File: src/rtl/rt_terminal.sv
// rt_terminal -- MKIO (GOST R 52070) remote-terminal responder.
// Decodes command words, serves transmit (RAM -> bus) and receive (bus -> RAM)
// messages over 2^SA_BITS subaddress buffers of 32 words each, with a host port
// into the buffer RAM, a receive-gap timeout and message-error reporting.
// Optional feature: define RT_BROADCAST_EN to accept RTA=31 broadcast receive
// commands (no status reply, "broadcast received" flagged in the next status).
module rt_terminal #(
    parameter logic [4:0] ADDRESS        = 5'd1,
    parameter int         SA_BITS        = 2,
    parameter int         PAUSE_CYCLES   = 256,
    parameter int         READY_CYCLES   = 3,
    parameter int         TIMEOUT_CYCLES = 1024
) (
    input  logic                 clk,
    input  logic                 reset,
    input  logic                 cmd_valid,
    input  logic                 rx_valid,
    input  logic [15:0]          rx_data,
    input  logic                 p_error,
    output logic [15:0]          tx_data,
    output logic                 tx_cd,
    output logic                 tx_ready,
    input  logic                 tx_busy,
    input  logic                 host_we,
    input  logic [SA_BITS+4:0]   host_addr,
    input  logic [15:0]          host_wdata,
    output logic [15:0]          host_rdata,
    output logic                 busy,
    output logic                 done,
    output logic                 msg_err
);

    localparam int AW      = SA_BITS + 5;
    localparam int DEPTH   = 32 << SA_BITS;
    localparam int CNT_MAX = (PAUSE_CYCLES > READY_CYCLES) ? PAUSE_CYCLES : READY_CYCLES;
    localparam int CW      = $clog2(CNT_MAX + 1);
    localparam int TW      = $clog2(TIMEOUT_CYCLES + 1);

    localparam logic [3:0] S_IDLE      = 4'd0;
    localparam logic [3:0] S_DECODE    = 4'd1;
    localparam logic [3:0] S_RX_DATA   = 4'd2;
    localparam logic [3:0] S_PAUSE     = 4'd3;
    localparam logic [3:0] S_LOAD_SW   = 4'd4;
    localparam logic [3:0] S_WAIT_TX   = 4'd5;
    localparam logic [3:0] S_SEND      = 4'd6;
    localparam logic [3:0] S_READ      = 4'd7;
    localparam logic [3:0] S_READ_WAIT = 4'd8;
    localparam logic [3:0] S_LOAD_DW   = 4'd9;
    localparam logic [3:0] S_DONE      = 4'd10;

    logic [3:0]         r_state;
    logic               r_tr;
    logic [SA_BITS-1:0] r_sa;
    logic               r_sa_ok;
    logic [5:0]         r_n;
    logic [5:0]         r_idx;
    logic               r_merr;
    logic               r_bcast;
    logic               r_bcast_pend;
    logic [CW-1:0]      r_cnt;
    logic [TW-1:0]      r_tmo;
    logic [15:0]        r_tx_data;
    logic               r_tx_cd;
    logic               r_tx_ready;
    logic               r_busy;
    logic               r_done;
    logic               r_msg_err;
    logic [15:0]        r_host_rdata;
    logic [AW-1:0]      r_rd_addr;
    logic [15:0]        r_ram_q;
    logic [15:0]        r_mem [0:DEPTH-1];

    logic               w_is_bcast;
    logic               w_accept;
    logic               w_sa_ok;
    logic [5:0]         w_cmd_n;
    logic [5:0]         w_idx_next;
    logic               w_core_we;
    logic [AW-1:0]      w_core_addr;
    logic [15:0]        w_status;

`ifdef RT_BROADCAST_EN
    assign w_is_bcast = (rx_data[15:11] == 5'd31) && !rx_data[10];
    assign w_accept   = cmd_valid && ((rx_data[15:11] == ADDRESS) || w_is_bcast);
`else
    assign w_is_bcast = 1'b0;
    assign w_accept   = cmd_valid && (rx_data[15:11] == ADDRESS);
`endif

    assign w_sa_ok     = (32'(rx_data[9:5]) < (32'd1 << SA_BITS));
    assign w_cmd_n     = (rx_data[4:0] == 5'd0) ? 6'd32 : {1'b0, rx_data[4:0]};
    assign w_idx_next  = r_idx + 6'd1;
    assign w_core_addr = {r_sa, r_idx[4:0]};
    assign w_status    = {ADDRESS, r_merr, 5'd0, r_bcast_pend, 4'd0};
    // Out-of-range subaddresses are flagged as message errors and never written,
    // so they cannot alias onto another buffer.
    assign w_core_we   = (r_state == S_RX_DATA) && rx_valid && r_sa_ok && !w_accept;

    // Command decode, message sequencing and transmit-side output registers.
    always_ff @(posedge clk) begin
        if (reset) begin
            r_state      <= S_IDLE;
            r_tr         <= 1'b0;
            r_sa         <= '0;
            r_sa_ok      <= 1'b0;
            r_n          <= '0;
            r_idx        <= '0;
            r_merr       <= 1'b0;
            r_bcast      <= 1'b0;
            r_bcast_pend <= 1'b0;
            r_cnt        <= '0;
            r_tmo        <= '0;
            r_tx_data    <= '0;
            r_tx_cd      <= 1'b0;
            r_tx_ready   <= 1'b0;
            r_busy       <= 1'b0;
            r_done       <= 1'b0;
            r_msg_err    <= 1'b0;
            r_rd_addr    <= '0;
        end else begin
            r_done <= 1'b0;
            if (w_accept) begin
                r_state    <= S_DECODE;
                r_busy     <= 1'b1;
                r_tx_ready <= 1'b0;
                r_tr       <= rx_data[10];
                r_sa       <= rx_data[5 +: SA_BITS];
                r_sa_ok    <= w_sa_ok;
                r_n        <= w_cmd_n;
                r_merr     <= p_error | ~w_sa_ok;
                r_bcast    <= w_is_bcast;
                r_idx      <= '0;
                r_cnt      <= '0;
                r_tmo      <= '0;
            end else begin
                case (r_state)
                    S_DECODE: begin
                        r_idx   <= '0;
                        r_cnt   <= '0;
                        r_tmo   <= '0;
                        r_state <= r_tr ? S_PAUSE : S_RX_DATA;
                    end
                    S_RX_DATA: begin
                        if (rx_valid) begin
                            r_merr <= r_merr | p_error;
                            r_idx  <= w_idx_next;
                            r_tmo  <= '0;
                            if (w_idx_next == r_n) begin
                                if (r_bcast) begin
                                    r_state      <= S_DONE;
                                    r_done       <= 1'b1;
                                    r_busy       <= 1'b0;
                                    r_bcast_pend <= 1'b1;
                                end else begin
                                    r_state <= S_PAUSE;
                                    r_cnt   <= '0;
                                end
                            end
                        end else if (r_tmo == TW'(TIMEOUT_CYCLES - 1)) begin
                            r_state <= S_IDLE;
                            r_busy  <= 1'b0;
                        end else begin
                            r_tmo <= r_tmo + TW'(1);
                        end
                    end
                    S_PAUSE: begin
                        if (r_cnt == CW'(PAUSE_CYCLES - 1)) begin
                            r_cnt   <= '0;
                            r_state <= S_LOAD_SW;
                        end else begin
                            r_cnt <= r_cnt + CW'(1);
                        end
                    end
                    S_LOAD_SW: begin
                        r_tx_data    <= w_status;
                        r_tx_cd      <= 1'b0;
                        r_msg_err    <= r_merr;
                        r_bcast_pend <= 1'b0;
                        r_state      <= S_WAIT_TX;
                    end
                    S_WAIT_TX: begin
                        if (!tx_busy) begin
                            r_tx_ready <= 1'b1;
                            r_cnt      <= '0;
                            r_state    <= S_SEND;
                        end
                    end
                    S_SEND: begin
                        if (r_cnt == CW'(READY_CYCLES - 1)) begin
                            r_tx_ready <= 1'b0;
                            r_cnt      <= '0;
                            // tx_cd tells whether the word just sent was the status word.
                            if (!r_tx_cd) begin
                                if (!r_tr || r_merr) begin
                                    r_state <= S_DONE;
                                    r_done  <= 1'b1;
                                    r_busy  <= 1'b0;
                                end else begin
                                    r_state <= S_READ;
                                end
                            end else begin
                                r_idx <= w_idx_next;
                                if (w_idx_next == r_n) begin
                                    r_state <= S_DONE;
                                    r_done  <= 1'b1;
                                    r_busy  <= 1'b0;
                                end else begin
                                    r_state <= S_READ;
                                end
                            end
                        end else begin
                            r_cnt <= r_cnt + CW'(1);
                        end
                    end
                    S_READ: begin
                        r_rd_addr <= w_core_addr;
                        r_state   <= S_READ_WAIT;
                    end
                    S_READ_WAIT: begin
                        r_state <= S_LOAD_DW;
                    end
                    S_LOAD_DW: begin
                        r_tx_data <= r_ram_q;
                        r_tx_cd   <= 1'b1;
                        r_state   <= S_WAIT_TX;
                    end
                    S_DONE: begin
                        r_state <= S_IDLE;
                    end
                    default: begin
                        r_state <= S_IDLE;
                    end
                endcase
            end
        end
    end

    // Buffer RAM: core receive writes win over host writes; registered core read.
    always_ff @(posedge clk) begin
        if (w_core_we) begin
            r_mem[w_core_addr] <= rx_data;
        end else if (host_we) begin
            r_mem[host_addr] <= host_wdata;
        end
        r_ram_q <= r_mem[r_rd_addr];
    end

    // Host read port, one cycle latency.
    always_ff @(posedge clk) begin
        if (reset) begin
            r_host_rdata <= '0;
        end else begin
            r_host_rdata <= r_mem[host_addr];
        end
    end

    assign tx_data    = r_tx_data;
    assign tx_cd      = r_tx_cd;
    assign tx_ready   = r_tx_ready;
    assign busy       = r_busy;
    assign done       = r_done;
    assign msg_err    = r_msg_err;
    assign host_rdata = r_host_rdata;

endmodule

File: config.mk
export PLATFORM = sky130hd
export DESIGN_NAME = rt_terminal
export DESIGN_NICKNAME = d
export VERILOG_FILES = /design/src/rtl/rt_terminal.sv
export SDC_FILE = /design/constraint.sdc
export NUM_CORES = 2
export LEC_CHECK = 0
export CAP_MARGIN = 20
export CORE_MARGIN = 2
export CORE_UTILIZATION = 40
export CTS_CLUSTER_SIZE = 16
export DETAILED_ROUTE_END_ITERATION = 8
export SETUP_SLACK_MARGIN = 0.05
export SYNTH_ARGS = -nofsm -noshare
export SYNTH_HDL_FRONTEND = slang
export SYNTH_SLANG_ARGS = --single-unit
File: constraint.sdc
create_clock -name clk -period 4.31 [get_ports clk]
set_clock_uncertainty 0.2 [all_clocks]
set_input_delay 0.862 -clock clk [delete_from_list [all_inputs] [get_ports clk]]
set_output_delay 0.862 -clock clk [all_outputs]
set_load 0.02 [all_outputs]
## Word-level counts from Yosys, hierarchy flattened

Memory sizes are Yosys's and may differ from the RTL's. A register that Yosys moved wholly into a read port is not among the register bits.
Index checks and enable logic that the tools add are counted.

| cells by class | value |
|---|---|
| $add $sub $neg | 3 |
| magnitude comparators | 1 |
| eq/ne operators | 31 |
| multiplexer cells | 54 |
| bitwise gates (word level) | 7 |
| reduce and logical (&&, ||, !) cells | 33 |

Operators by type and width:

| kind | count |
|---|---|
| two-way mux 9 bit | 5 |
| case mux 9 bit (5 select lines) | 1 |
| two-way mux 4 bit | 9 |
| case mux 16 bit (2 select lines) | 1 |
| case mux 4 bit (8 select lines) | 1 |
| two-way mux 1 bit | 24 |
| two-way mux 6 bit | 4 |
| two-way mux 11 bit | 2 |
| case mux 11 bit (2 select lines) | 1 |
| case mux 6 bit (3 select lines) | 1 |
| equality test 4 x 3 -> 1 bit (second input constant) | 4 |
| two-way mux 16 bit | 1 |
| OR reduction 16 bit | 1 |
| != test 3 bit (second input constant) | 5 |
| AND reduction 5 bit | 3 |
| nonzero test 2 bit | 6 |
| adder 11 x 1 -> 11 bit (second input constant) | 1 |
| equality test 11 x 10 -> 1 bit (second input constant) | 1 |
| != test 2 bit (second input constant) | 5 |
| AND reduction 2 bit | 5 |
| adder 9 x 1 -> 9 bit (second input constant) | 1 |
| equality test 9 x 2 -> 1 bit (second input constant) | 1 |
| equality test 9 x 8 -> 1 bit (second input constant) | 1 |
| equality test 4 x 2 -> 1 bit (second input constant) | 2 |
| 25 further kinds | 43 |

| storage, ports and cells | value |
|---|---|
| bits in registers | 70 |
| bits in writable memories | 2048 |
| bits of input ports | 46 |
| output and inout port bits | 37 |
| word-level logic and storage cells | 148 |
| memories | 1 |

Memory list:

| name | words | bits a word | read ports | clocked after Yosys merged registers in | write ports | RTL line | RTL |
|---|---|---|---|---|---|---|---|
| r_mem | 128 | 16 | 2 | 2 | 1 | 71 | `logic [15:0] r_mem [0:DEPTH-1];` |

## Logic depth before layout (Yosys ltp)

| depth | value |
|---|---|
| depth in word-level cells | 8 |
| depth in mapped cells | 11 |
| mapped depth without buffers | 11 |

## Worst setup path after synthesis

OpenSTA, ideal clock, no wires.

| path | value |
|---|---|
| kind | in2reg |
| start point | input rx_data[14] |
| end point | memory r_mem[0][10] (data pin) |
| setup time | 511 ps |
| data arrival time | 3702 ps |
| data required time | 3599 ps |
| setup slack | -103 ps |
| cell stages on the path | 7 |
| path buffers | 2 |
| path through | nor4b_4 nand3b_4 a31oi_4 buf_4 clkbuf_1 nand2_1 nand2_1 |

| between the ends | value |
|---|---|
| longest elaborated chain between the ends | 8 |

RTL lines:

| item | RTL line | RTL |
|---|---|---|
| from (decl) | 18 | `input logic [15:0] rx_data,` |
| equality test 5 x 1 -> 1 bit | 87 | `assign w_accept = cmd_valid && (rx_data[15:11] == ADDRESS);` |
| logical AND 1 bit | 87 |  |
| zero test 1 bit | 97 | `assign w_core_we = (r_state == S_RX_DATA) && rx_valid && r_sa_ok && !w_accept;` |
| logical AND 1 bit | 97 |  |
| two-way mux 1 bit | 240 | `if (w_core_we) begin` |
| two-way mux 1 bit (implied by the code) | 243 | `r_mem[host_addr] <= host_wdata;` |
| OR reduction 16 bit (no source line) | - |  |
| two-way mux 16 bit (no source line) | - |  |
| to (decl) | 71 |  |

No other way between the ends.

==> run_results.csv <==
group,metric,value,unit
logic_synthesis,ys_ff_latch,2149,
worst_setup_path,start_kind,"register",
global_route,top_usage_layer,"met2",
final_layout,final_nets,6261,
worst_setup_path,worst_ep_arrival_time,4.81,ns
final_layout,fill_cells,20400,
worst_setup_path,crit_slowest_cell,"a221oi_1",
timing,final_max_slew_viol_count,0,
worst_hold_path,hold_path_end,"r_tmo[10]$_SDFFE_PP0P_",
routing,num_vias,62900,
global_route,met1_usage,38.4,%
worst_setup_path,crit_path_max_incr_delay,0.98,ns
clocking,clk_pin_slew,0.07,ns
floorplan,io_pins,83,
worst_hold_path,min_from,"r_tmo[10]$_SDFFE_PP0P_",
worst_setup_path,worstPathMaxFanout,21,
routing,first_pass_iters,5,
logic_synthesis,synth_compound_area_share,6.58,%
timing,fin_crit_sh,97.5,%
routing,ant_nets,0,
worst_setup_path,cp.required,4.91,ns
routing,post-route-drc-count,0,
worst_setup_path,crit_family,"compound AO/OA/AOI/OAI gates",
placed_design,numPlacedInstances,9202,
logic_synthesis,syn_inst,5680,
pwr,peakVddDrop,466,uV
floorplan,core,246000,um^2
timing,hold_viol_final,0,
final_layout,fin_area,117000,um^2
worst_setup_path,crit_top_cell,"buf_4",
logic_synthesis,synth_ff_type,"edfxtp_1",
timing,rsz0062_at_grt,"no",
logic_synthesis,async_reset_ff_share,0,%
floorplan,die_w,501,um
global_route,grt_antenna_before_repair,22,
timing,worst_slew_pin_slew,1.14,ns
final_layout,multi_input_area,33500,um^2
logic_synthesis,synth_top_family_by_area,"multiplexers",
timing,fmax,238,MHz
clocking,clock_latency,0.91,ns
pwr,p_leak,0.0369,uW
final_layout,instances_no_fill,9629,
worst_hold_path,whs_path_depth,2,
routing,drtIter0Drc,10200,
final_layout,drive_gt1_share,29.0,%
clocking,cts_max_level,4,
worst_setup_path,reg2reg_depth,7,
routing,wl_per_cell,36.7,um
timing,slew_headroom,24.0,%
floorplan,die_area,251000,um^2
clocking,cts_buffers,222,
run_status,outcome,"finished clean",
logic_synthesis,synth.distinct_cells,81,
logic_synthesis,syn-cell-area,98700,um^2
global_route,grtUsageMet3,6.68,%
global_route,gr-total-overflow,0,
timing,min_period,4.20,ns
final_layout,utilization,47.6,%
logic_synthesis,synth_nets,5732,
logic_synthesis,synth_warnings,0,
worst_setup_path,r2r_slack,0.11,ns
worst_setup_path,end_kind,"register",
timing,finalSetupViolCount,0,
global_route,grt_usage,27.7,%
global_route,grt_first_pass_wirelength,484000,um
timing,timing.hold.ws,0.230,ns
clocking,cts_tree,"yes",
placed_design,gp_congestion,1.01,
floorplan,rows,182,
floorplan,initial_utilization,40.2,%
placed_design,dp_hpwl,245000,um
worst_setup_path,crit_path_start,"r_rd_addr[0]$_SDFFE_PP0P_",
logic_synthesis,seq_area_frac_synth,64.4,%
logic_synthesis,muxShareOfSynthArea,23.0,%
worst_setup_path,crit_buf_inv,2,
logic_synthesis,synthAdderAreaFrac,0.0761,%
worst_setup_path,r2r_end,"r_ram_q[7]$_DFF_P_",
clocking,cts.sinks,2149,
global_route,grt_max_degree,69,
clocking,cts-root-buf,"clkbuf_16",
worst_setup_path,timing.rr.start,"r_rd_addr[0]$_SDFFE_PP0P_",
pwr,p_per_area,388,nW/um^2
logic_synthesis,synthSimpleGateAreaFrac,3.77,%
logic_synthesis,synthXorXnorAreaFrac,0.115,%
final_layout,seq_area,63500,um^2
worst_hold_path,hp-class,"register to register",
placed_design,placed_cell_area,109000,um^2
floorplan,die_y,501,um
global_route,grtUsageMet2,41.3,%
global_route,grt_pass1_vias,60800,
routing,routed_via_density,6.53,
logic_synthesis,synth-edff-count,2048,
logic_synthesis,syn_avg_cell_area,17.4,um^2
worst_setup_path,crit_type,"register to register",
routing,drt_wl_total,353000,um
flow_run,maxCapViolations,0,
worst_setup_path,crit_chain,"buf_4 -> mux4_2 -> a221oi_1 -> o21ai_0 -> nand3_1 -> a31oi_1 -> buf_4",
clocking,clockBufferDepth,3,
clocking,ctsResizeCount,0,
final_layout,syn2layout_area_growth,18.4,%
placed_design,port_buffers,82,
through the flow:
stage	setup slack [ns]	power, uW	TNS (ns)
2_1_floorplan	0.210	24800	0
3_3_place_gp	-0.439	26200	-43.58
3_5_place_dp	-0.483	26200	-46.79
4_1_cts	0.408	45400	0
5_1_grt	0.191	46300	0
6_report	0.108	45300	0
metal layers:
layer	share of wire, %	up-vias
li1	-	25000
met1	38	33100
met2	45	4243
met3	12	623
met4	5.3	14
met5	0.051	-
layout by cell type (no fill, tap or decap), types with 8 or more instances in the layout:
| cell type | n |
|---|---|
| dfxtp_1 | 98 |
| nand3_1 | 112 |
| nand2_4 | 16 |
| a22oi_1 | 507 |
| xor2_1 | 8 |
| a31oi_1 | 38 |
| a211oi_1 | 51 |
| clkinv_2 | 37 |
| o211ai_1 | 17 |
| nand2_1 | 205 |
| clkdlybuf4s50_1 | 78 |
| clkbuf_1 | 40 |
| buf_12 | 206 |
| diode_2 | 12 |
| nand4_1 | 51 |
| and3_1 | 9 |
| a21o_1 | 16 |
| o221ai_1 | 17 |
| a21oi_1 | 110 |
| clkinv_1 | 51 |
| o21ai_0 | 43 |
| edfxtp_1 | 2048 |
| nor3_1 | 30 |
| nor3_2 | 13 |
| nor2_1 | 173 |
| o22ai_1 | 35 |
| inv_1 | 43 |
| nand3b_1 | 17 |
| clkbuf_16 | 226 |
| bufinv_16 | 21 |
| nor2_2 | 60 |
| a221oi_1 | 34 |
| mux4_2 | 736 |
| mux2i_1 | 591 |
| nand2b_1 | 24 |
| mux2_2 | 18 |
| buf_4 | 440 |
| or3_1 | 9 |
| nor2b_1 | 27 |
| clkinvlp_4 | 8 |
where the power goes:
group          switching [uW]  leakage [uW]  total [uW]  internal (uW)
sequential               83.4        0.0191       23200          23100
clock                    8560       0.00355       19500          10900
combinational            1820        0.0143        2700            885
total                   10500        0.0369       45300          34900
worst max-delay path by stage:
stage | slack (ns) | endpoint | cells past startpoint
2_1_floorplan | 0.21 | r_mem[0][0]$_DFFE_PP_ | 6
3_3_place_gp | -0.44 | host_rdata[8]$_SDFF_PP0_ | 9
3_5_place_dp | -0.48 | host_rdata[8]$_SDFF_PP0_ | 9
4_1_cts | 0.41 | r_ram_q[2]$_DFF_P_ | 9
5_1_grt | 0.19 | r_ram_q[7]$_DFF_P_ | 7
6_report | 0.11 | r_ram_q[7]$_DFF_P_ | 7
cell type report:
class | instances | area share (%)
clock inverter | 146 | 1.29
clock buffer | 266 | 4.97
sequential | 2149 | 54.4
tap | 3220 | 3.45
antenna | 12 | 0.0257
multi-input combinational | 3061 | 28.7
timing repair buffer | 732 | 7.10
inverter | 43 | 0.138
registers in the layout (all words and copies together), names as in the netlist, 2 cells and up:
name / count
r_rd_addr: 7
r_idx: 6
r_n: 6
host_rdata: 16
r_mem: 2048
tx_data: 16
r_sa: 2
r_tmo: 11
r_state: 4
r_cnt: 9
r_ram_q: 16
cells by family after synthesis:
group	after synthesis
compound gates	908
fa+ha+maj	6
xor+xnor	13
buf+inv	470
flops	2149
mux	1345
simple gates	789
what timing repair did:
| item | 4_1_cts | 5_1_grt |
|---|---|---|
| endpoints found under the hold margin | 3 | 0 |
| hold buffers | 1 | 0 |
| buffers inserted | 0 | 0 |
worst reg2reg max path: stages (launching register included):
cell and delay, ns:
dfxtp_4 0.89, buf_4 0.55, mux4_2 0.62, a221oi_1 0.98, o21ai_0 0.23, nand3_1 0.35
a31oi_1 0.09, buf_4 0.18
synth_stat cells (all sizes together) (35+ instances only):
library cell / n / area [um^2]
a211oi: 51 / 383
nand3: 112 / 561
inv: 43 / 161
mux4: 736 / 16600
mux2i: 591 / 5920
a21oi: 111 / 559
nand4: 51 / 319
a221oi: 35 / 324
o21ai: 50 / 258
a22oi: 507 / 3810
nand2: 223 / 842
clkbuf: 197 / 739
buf: 230 / 1160
a31oi: 39 / 259
dfxtp: 101 / 2020
o22ai: 36 / 231
edfxtp: 2048 / 61500
nor3: 43 / 230
nor2: 238 / 903
Power figures use the tool's default switching activity.
